File: src/rtl/lsu.sv
// RV32I load/store unit: one data-memory transaction per accepted request,
// with byte-lane steering on stores and sign/zero extension on loads.
module lsu (
  input  logic        clk,
  input  logic        rst,
  input  logic        req_valid,
  output logic        req_ready,
  input  logic        req_we,
  input  logic [2:0]  req_dmtype,
  input  logic [31:0] req_addr,
  input  logic [31:0] req_wdata,
  input  logic [4:0]  req_rd,
  output logic        mem_req,
  output logic        mem_we,
  output logic [31:0] mem_addr,
  output logic [3:0]  mem_be,
  output logic [31:0] mem_wdata,
  input  logic        mem_ack,
  input  logic [31:0] mem_rdata,
  output logic        rsp_valid,
  output logic        rsp_wb,
  output logic [4:0]  rsp_rd,
  output logic [31:0] rsp_rdata,
  output logic [1:0]  rsp_exc
);

  typedef enum logic [1:0] {IDLE, ACCESS, RESP} state_t;

  state_t      state_q, state_d;
  logic        we_q, we_d;
  logic [2:0]  dmtype_q, dmtype_d;
  logic [1:0]  addr_lo_q, addr_lo_d;
  logic [4:0]  rd_q, rd_d;

  logic        mem_req_q, mem_req_d;
  logic        mem_we_q, mem_we_d;
  logic [31:0] mem_addr_q, mem_addr_d;
  logic [3:0]  mem_be_q, mem_be_d;
  logic [31:0] mem_wdata_q, mem_wdata_d;

  logic        rsp_valid_q, rsp_valid_d;
  logic        rsp_wb_q, rsp_wb_d;
  logic [4:0]  rsp_rd_q, rsp_rd_d;
  logic [31:0] rsp_rdata_q, rsp_rdata_d;
  logic [1:0]  rsp_exc_q, rsp_exc_d;

  logic [1:0]  exc_in;

  // Illegal encodings win over misalignment.
  function automatic logic [1:0] classify(input logic [2:0] dm, input logic [1:0] lo);
    case (dm)
      3'b011, 3'b110, 3'b111: classify = 2'b10;
      3'b001, 3'b101:         classify = lo[0] ? 2'b01 : 2'b00;
      3'b010:                 classify = (lo != 2'b00) ? 2'b01 : 2'b00;
      default:                classify = 2'b00;
    endcase
  endfunction

  function automatic logic [3:0] store_be(input logic [2:0] dm, input logic [1:0] lo);
    case (dm[1:0])
      2'b00:   store_be = 4'b0001 << lo;
      2'b01:   store_be = lo[1] ? 4'b1100 : 4'b0011;
      default: store_be = 4'b1111;
    endcase
  endfunction

  function automatic logic [31:0] store_data(input logic [2:0] dm, input logic [31:0] d);
    case (dm[1:0])
      2'b00:   store_data = {4{d[7:0]}};
      2'b01:   store_data = {2{d[15:0]}};
      default: store_data = d;
    endcase
  endfunction

  function automatic logic [31:0] load_ext(input logic [2:0] dm, input logic [1:0] lo,
                                           input logic [31:0] rdata);
    logic signed [7:0]  b;
    logic signed [15:0] h;
    b = rdata[{lo, 3'b000} +: 8];
    h = lo[1] ? rdata[31:16] : rdata[15:0];
    case (dm)
      3'b000:  load_ext = 32'(b);
      3'b100:  load_ext = {24'd0, b};
      3'b001:  load_ext = 32'(h);
      3'b101:  load_ext = {16'd0, h};
      default: load_ext = rdata;
    endcase
  endfunction

  assign exc_in = classify(req_dmtype, req_addr[1:0]);

  always_comb begin
    state_d     = state_q;
    we_d        = we_q;
    dmtype_d    = dmtype_q;
    addr_lo_d   = addr_lo_q;
    rd_d        = rd_q;
    mem_req_d   = mem_req_q;
    mem_we_d    = mem_we_q;
    mem_addr_d  = mem_addr_q;
    mem_be_d    = mem_be_q;
    mem_wdata_d = mem_wdata_q;
    rsp_valid_d = 1'b0;
    rsp_wb_d    = 1'b0;
    rsp_rd_d    = 5'd0;
    rsp_rdata_d = 32'd0;
    rsp_exc_d   = 2'b00;
    case (state_q)
      IDLE: begin
        if (req_valid) begin
          we_d      = req_we;
          dmtype_d  = req_dmtype;
          addr_lo_d = req_addr[1:0];
          rd_d      = req_rd;
          if (exc_in != 2'b00) begin
            state_d     = RESP;
            rsp_valid_d = 1'b1;
            rsp_rd_d    = req_rd;
            rsp_exc_d   = exc_in;
          end else begin
            state_d     = ACCESS;
            mem_req_d   = 1'b1;
            mem_we_d    = req_we;
            mem_addr_d  = {req_addr[31:2], 2'b00};
            mem_be_d    = req_we ? store_be(req_dmtype, req_addr[1:0]) : 4'b1111;
            mem_wdata_d = req_we ? store_data(req_dmtype, req_wdata) : 32'd0;
          end
        end
      end
      ACCESS: begin
        if (mem_ack) begin
          state_d     = RESP;
          mem_req_d   = 1'b0;
          mem_we_d    = 1'b0;
          mem_addr_d  = 32'd0;
          mem_be_d    = 4'd0;
          mem_wdata_d = 32'd0;
          rsp_valid_d = 1'b1;
          rsp_wb_d    = ~we_q;
          rsp_rd_d    = rd_q;
          rsp_rdata_d = we_q ? 32'd0 : load_ext(dmtype_q, addr_lo_q, mem_rdata);
        end
      end
      default: state_d = IDLE;
    endcase
  end

  always_ff @(posedge clk or posedge rst) begin
    if (rst) begin
      state_q     <= IDLE;
      mem_req_q   <= 1'b0;
      mem_we_q    <= 1'b0;
      mem_addr_q  <= 32'd0;
      mem_be_q    <= 4'd0;
      mem_wdata_q <= 32'd0;
      rsp_valid_q <= 1'b0;
      rsp_wb_q    <= 1'b0;
      rsp_rd_q    <= 5'd0;
      rsp_rdata_q <= 32'd0;
      rsp_exc_q   <= 2'b00;
    end else begin
      state_q     <= state_d;
      mem_req_q   <= mem_req_d;
      mem_we_q    <= mem_we_d;
      mem_addr_q  <= mem_addr_d;
      mem_be_q    <= mem_be_d;
      mem_wdata_q <= mem_wdata_d;
      rsp_valid_q <= rsp_valid_d;
      rsp_wb_q    <= rsp_wb_d;
      rsp_rd_q    <= rsp_rd_d;
      rsp_rdata_q <= rsp_rdata_d;
      rsp_exc_q   <= rsp_exc_d;
    end
  end

  // Request fields are only consumed after the FSM leaves IDLE, so they carry no reset.
  always_ff @(posedge clk) begin
    we_q      <= we_d;
    dmtype_q  <= dmtype_d;
    addr_lo_q <= addr_lo_d;
    rd_q      <= rd_d;
  end

  assign req_ready = (state_q == IDLE);
  assign mem_req   = mem_req_q;
  assign mem_we    = mem_we_q;
  assign mem_addr  = mem_addr_q;
  assign mem_be    = mem_be_q;
  assign mem_wdata = mem_wdata_q;
  assign rsp_valid = rsp_valid_q;
  assign rsp_wb    = rsp_wb_q;
  assign rsp_rd    = rsp_rd_q;
  assign rsp_rdata = rsp_rdata_q;
  assign rsp_exc   = rsp_exc_q;

endmodule

File: config.mk
export PLATFORM = sky130hd
export DESIGN_NAME = lsu
export DESIGN_NICKNAME = d
export VERILOG_FILES = /design/src/rtl/lsu.sv
export SDC_FILE = /design/constraint.sdc
export NUM_CORES = 1
export LEC_CHECK = 0
export CORE_ASPECT_RATIO = 0.5
export CORE_MARGIN = 2
export CORE_UTILIZATION = 43
export CTS_CLUSTER_SIZE = 24
export DETAILED_ROUTE_END_ITERATION = 8
export PLACE_DENSITY = 0.8
export SLEW_MARGIN = 20
export SYNTH_ARGS = -nofsm -noshare
export SYNTH_HDL_FRONTEND = slang
export SYNTH_SLANG_ARGS = --single-unit
File: constraint.sdc
create_clock -name clk -period 4.4 [get_ports clk]
set_input_delay 0.88 -clock clk [delete_from_list [all_inputs] [get_ports clk]]
set_output_delay 0.88 -clock clk [all_outputs]
set_load 0.02 [all_outputs]
==> impl_metrics.csv, run 1 <==
group,metric,value,unit
floorplanning,die_x,163,um
sta,clock_skew,0.00825,ns
final_layout,num_antenna_cells,0,
routing,dr.pass1.iters,5,
worst_setup_path,critical_path_class,"reg -> out",
cts,cts_setup_buffers,0,
floorplanning,dieHeight,83.3,um
sta,holdWs,0.476,ns
final_layout,stdcell_area,8360,um2
logic_synthesis,synth_cell_types,36,
power,p_leak,3.82,nW
cts,htreeDepth,4,
cts,cts_tree,"yes",
power,total_power,4.19,mW
cts,clockBufferDepth,2,
worst_setup_path,crit_required,3.52,ns
worst_setup_path,arrival,1.65,ns
worst_setup_path,max_stage_delay,0.64,ns
floorplanning,core,12100,um2
power,vdd_ir_drop_max,0.262,mV
final_layout,layout-drive-gt1-share,6.25,%
final_layout,fin_nets,848,
worst_setup_path,worstPathMaxFanout,3,
place,port_buffers,218,
sta,rsz0062_at_grt,"no",
floorplanning,io_pins,221,
cts,cts_resized,0,
final_layout,layout_commonest_cell,"clkdlybuf4s50_1",
routing,viasPerCell,5.28,
cts,numCtsBuffers,17,
cts,clock-sinks,122,
sta,setup_violations,0,
floorplanning,rows,28,
sta,layout_min_cycle_time,2.53,ns
sta,slew_headroom,35.8,%
sta,slew_viol_final,0,
place,dpl.cell_count,885,
floorplanning,dieArea,13600,um2
sta,finalCritPeriodShare,57.4,%
outcome,outcome,"finished clean",
logic_synthesis,synth.cell_area,5410,um2
logic_synthesis,syn_area_per_cell,10.1,um2
grt,overflow,0,
routing,num_vias,4839,
place,place_congestion,0.792,
worst_setup_path,rr_startpoint,"addr_lo_q[1]",
grt,grt_max_degree,137,
sta,hold_violations,0,
cts,holdBufCountCts,0,
worst_hold_path,min_from,"mem_req",
sta,fmax,0.396,GHz
place,dp_hpwl,10.8,mm
worst_hold_path,hp-class,"reg -> reg",
grt,grt_usage,24.5,%
worst_hold_path,whs_path_depth,2,
grt,antenna_found_initial,0,
worst_setup_path,reg2regPathDepth,4,
worst_setup_path,slowest_stage,"clkdlybuf4s50_1",
routing,ant_nets,0,
grt,grt_pass1_wl,25.9,mm
cts,root_buffer,"clkbuf_16",
routing,drc_errors,0,
worst_setup_path,critPathLaunchType,"flip-flop",
worst_setup_path,crit_family,"buffers and inverters",
routing,drt_iter0_markers,345,
run,maxCapViolations,0,
logic_synthesis,seq_area_frac_synth,57.4,%
routing,routed_wl,15.9,mm
worst_setup_path,end_kind,"output port",
final_layout,syn_to_final_growth,54.5,%
sta,tightest_slew,0.962,ns
cts,clock_latency,0.41,ns
worst_hold_path,whs_endpoint,"mem_req",
final_layout,final_cell_mix,"218 x clkdlybuf4s50_1, 111 x dfrtp_1, 67 x nand3_1",
worst_setup_path,r2r-end,"rsp_rdata[24]",
logic_synthesis,synth_seq_cells,122,
worst_setup_path,cp-startpoint,"state_q[1]",
final_layout,finalNonFillerCells,917,
floorplanning,start_util,44.9,%
worst_setup_path,critPathBufInv,1,
worst_setup_path,reg2reg_setup_slack,2.10,ns
place,dpl_cell_area,7680,um2
place,pre_cts_ws,1.55,ns
logic_synthesis,yosys_warnings,0,
sta,setup-tns-final,0,ns
logic_synthesis,netlist_instances,536,
sta,setup_ws,1.87,ns
final_layout,fin_util,69.4,%
worst_setup_path,worstPathCellList,"nor2_1, clkdlybuf4s50_1",
grt,grt_pass1_vias,4810,
cts,clk_pin_slew,0.06,ns
routing,avgRoutedWirePerCell,17.4,um
power,p_per_area,501,nW/um2
-- cells by family (layout without fill, tap and decap cells) --
family / count (synthesis) / count (layout) / share of synthesized area, %
AO/OA/AOI/OAI: 145 / 145 / 16.4
buffers and inverters: 79 / 294 / 6.33
flip-flops: 122 / 122 / 57.4
multiplexers: 34 / 34 / 6.50
other: 1 / 2 / 0.0693
AND/OR/NAND/NOR: 155 / 155 / 13.2
-- state kept, by name (all words and copies together), names as in the netlist --
signal	flops
mem_addr	30
we_q	1
mem_wdata	32
rsp_valid	1
rd_q	5
state_q	2
addr_lo_q	2
rsp_wb	1
rsp_exc	2
dmtype_q	3
mem_req	1
mem_we	1
mem_be	4
rsp_rdata	32
rsp_rd	5
-- worst min-delay path, delay by kind of cell, from the launching register on --
family / cells / cell delay, ns
DFF: 1 / 0.33
and+or+nand+nor: 2 / 0.11
-- metal layers --
layer	GRT usage, %	vias to the layer above	share of wire, %
met5	0	-	0
met4	10.6	0	2.5
met3	5.34	32	5.2
met2	40.0	168	50
met1	31.6	2370	42
li1	-	2269	-
-- worst max path at each step --
stage                    endpoint  slack (ns)  cells past startpoint
finish                  req_ready        1.87                      2
global placement    mem_wdata[10]        1.63                      5
global route            req_ready        1.81                      2
detailed placement  mem_wdata[12]        1.55                      5
floorplan            mem_addr[10]        0.59                      1
CTS                     req_ready        1.86                      2
-- report_power, final --
group | internal (mW) | leakage [nW] | switching, mW
Clock | 1.11 | 0.327 | 0.496
Combinational | 0.529 | 1.91 | 0.604
Sequential | 1.34 | 1.58 | 0.116
Total | 2.98 | 3.82 | 1.22
-- Yosys cell counts --
| library cell | n | area [um2] |
|---|---|---|
| nor4_1 | 1 | 6.26 |
| buf_1 | 4 | 15.0 |
| nor2_1 | 28 | 105 |
| o21ai_2 | 1 | 8.76 |
| mux2i_1 | 31 | 310 |
| nor3_2 | 1 | 10.0 |
| a211oi_1 | 7 | 52.6 |
| nand3_1 | 67 | 335 |
| a22o_1 | 6 | 52.6 |
| nor2b_1 | 1 | 6.26 |
| nand2_1 | 44 | 165 |
| a32oi_1 | 1 | 8.76 |
| nor3b_2 | 1 | 12.5 |
| clkbuf_2 | 1 | 5.00 |
| nand2b_1 | 4 | 25.0 |
| nand3b_1 | 1 | 7.51 |
| a21oi_1 | 38 | 190 |
| o211a_1 | 7 | 70.1 |
| dfrtp_1 | 111 | 2780 |
| mux2_4 | 2 | 30.0 |
| conb_1 | 1 | 3.75 |
| edfxtp_1 | 11 | 330 |
| mux2_2 | 1 | 11.3 |
| nor3_1 | 2 | 10.0 |
| buf_4 | 3 | 22.5 |
| o31ai_1 | 24 | 180 |
| or2_2 | 3 | 18.8 |
| buf_6 | 3 | 33.8 |
| o21ai_0 | 60 | 300 |
| clkinv_1 | 1 | 3.75 |
| buf_2 | 9 | 45.0 |
| o2111ai_4 | 1 | 26.3 |
| and2_1 | 1 | 6.26 |
| inv_1 | 37 | 139 |
| clkbuf_1 | 21 | 78.8 |
| nor3b_1 | 1 | 7.51 |
-- layout make-up --
type / instances / area, um2
Sequential cell: 122 / 3110
Inverter: 38 / 145
Fill cell: 930 / 3690
Timing Repair Buffer: 224 / 2250
Tap cell: 165 / 206
Multi-Input combinational cell: 336 / 1970
Clock buffer: 17 / 425
Clock inverter: 15 / 253
(Power assumes the default switching activity.)
==> run 2, diff against run 1 <==
==> constraint.sdc (replaced) <==
create_clock -name clk -period 2.4 [get_ports clk]
set_input_delay 0.48 -clock clk [delete_from_list [all_inputs] [get_ports clk]]
set_output_delay 0.48 -clock clk [all_outputs]
set_load 0.02 [all_outputs]
==> impl_metrics.csv, run 2 (synthesis results as in run 1) <==
group,metric,value,unit
sta,setup_violations,0,
routing,viasPerCell,5.25,
routing,dr.pass1.iters,5,
floorplanning,io_pins,221,
grt,grt_max_degree,112,
worst_hold_path,hp-class,"reg -> reg",
place,port_buffers,218,
grt,antenna_found_initial,0,
cts,htreeDepth,4,
sta,hold_violations,0,
sta,slew_headroom,38.5,%
final_layout,syn_to_final_growth,56.3,%
cts,cts_resized,0,
power,total_power,7.68,mW
power,internal-power,5.43,mW
worst_setup_path,worstPathMaxFanout,3,
cts,holdBufCountCts,0,
worst_setup_path,slowest_stage,"clkdlybuf4s50_1",
floorplanning,start_util,44.9,%
cts,clock-sinks,122,
final_layout,layout_commonest_cell,"clkdlybuf4s50_1",
sta,setup-tns-final,0,ns
cts,clockBufferDepth,2,
sta,slew_viol_final,0,
worst_setup_path,crit_required,1.92,ns
worst_setup_path,reg2reg_setup_slack,0.50,ns
worst_hold_path,whs_path_depth,1,
routing,routed.top_layer,"met4",
power,p_per_area,908,nW/um2
floorplanning,die_x,163,um
worst_setup_path,reg2regPathDepth,4,
sta,clock_skew,0.0105,ns
routing,met2_length,7.88,mm
floorplanning,dieArea,13600,um2
power,p_leak,3.88,nW
cts,clk_pin_slew,0.06,ns
cts,cts_setup_buffers,0,
sta,finalCritPeriodShare,92.4,%
routing,drt_iter0_markers,373,
routing,num_vias,4872,
worst_setup_path,critical_path_class,"reg -> out",
power,p_comb_share,27.5,%
worst_setup_path,arrival,1.74,ns
routing,drc_errors,0,
power,vdd_ir_drop_max,0.534,mV
worst_setup_path,r2r-end,"rsp_rdata[3]",
grt,grt_usage,24.9,%
floorplanning,rows,28,
grt,overflow,0,
run,maxCapViolations,0,
grt,grt_pass1_vias,4860,
grt,grt_pass1_wl,26.3,mm
final_layout,final_cell_mix,"218 x clkdlybuf4s50_1, 111 x dfrtp_1, 67 x nand3_1",
worst_hold_path,min_from,"rd_q[3]",
power,sw_frac_of_total,29.3,%
power,p_sw,2.25,mW
cts,root_buffer,"clkbuf_16",
sta,layout_min_cycle_time,2.22,ns
worst_hold_path,whs_endpoint,"rsp_rd[3]",
final_layout,num_antenna_cells,0,
worst_setup_path,rr_startpoint,"dmtype_q[0]",
routing,avgRoutedWirePerCell,17.6,um
final_layout,layout-drive-gt1-share,7.73,%
cts,clock_latency,0.41,ns
place,place_congestion,0.820,
place,dp_hpwl,11.1,mm
cts,numCtsBuffers,17,
floorplanning,dieHeight,83.3,um
sta,rsz0062_at_grt,"no",
routing,wl_met3,849,um
worst_setup_path,critPathLaunchType,"flip-flop",
worst_setup_path,end_kind,"output port",
final_layout,fin_nets,859,
worst_setup_path,worstPathCellList,"nor2_1, clkdlybuf4s50_1",
final_layout,seqCellArea,3110,um2
power,clkPwrFrac,37.9,%
outcome,outcome,"finished clean",
power,p_seq_share,34.7,%
worst_setup_path,max_stage_delay,0.66,ns
sta,tightest_slew,0.920,ns
floorplanning,core,12100,um2
sta,fmax,0.451,GHz
final_layout,multi_input_area,1970,um2
cts,cts_tree,"yes",
routing,wl_met1,7.01,mm
routing,routed_wl,16.4,mm
routing,ant_nets,0,
final_layout,fillers,895,
run 2: changes by cell type in the layout (fill, tap and decap cells not counted), moves of 2 or more:
| cell | change |
|---|---|
| clkinv_4 | +2 |
| clkbuf_8 | +3 |
| bufinv_16 | -2 |
| buf_4 | +10 |
| clkinv_2 | -2 |
| clkinv_1 | -2 |
run 2: worst max-delay path: cells and delay by family, from the launching register on:
family,cells,cell delay (ns)
buffers and inverters,1,0.66
flip-flops,1,0.40
AND/OR/NAND/NOR,1,0.27
run 2: power groups by stage:
stage               logic, mW  clock network (mW)  registers, mW
floorplan               0.583                   0           3.08
global placement         2.06                   0           2.68
detailed placement       2.10                   0           2.69
CTS                      2.12                2.94           2.67
global route             2.25                3.05           2.71
finish                   2.11                2.91           2.67
run 2: per-stage QoR:
step	worst slack, ns	area [um2]	std cells	util [%]	hold WS [ns]
floorplan	0.436	5420	537	-	0.449
global placement	0.0855	7780	896	64.6	0.456
detailed placement	-0.0624	7780	896	64.6	0.460
CTS	0.201	8460	928	70.2	0.484
global route	0.186	8460	928	70.2	0.489
finish	0.182	8460	928	70.2	0.479
run 2: worst max path at each step:
stage                            from            end  slack (ns)  cells after the start
final                      state_q[1]      req_ready        0.18                      2
after global routing       state_q[1]      req_ready        0.19                      2
after CTS                  state_q[1]      req_ready        0.20                      2
after detailed placement  req_addr[0]   mem_addr[22]       -0.06                      6
after global placement    req_addr[0]      mem_be[2]        0.09                      6
after floorplan            state_q[1]  mem_wdata[17]        0.44                      8
run 2: layer usage:
layer	global-route usage, %	vias up
met5	0	-
met4	12.7	0
met3	5.69	48
met2	39.1	176
met1	32.4	2353
li1	-	2295
run 2: cell type report:
type	count	area share, %
clock buffers	22	5.86
clock inverters	10	2.19
inverters	38	1.73
multi-input cells	336	23.3
flip-flops and latches	122	36.7
well taps	165	2.44
repair buffers	235	27.7
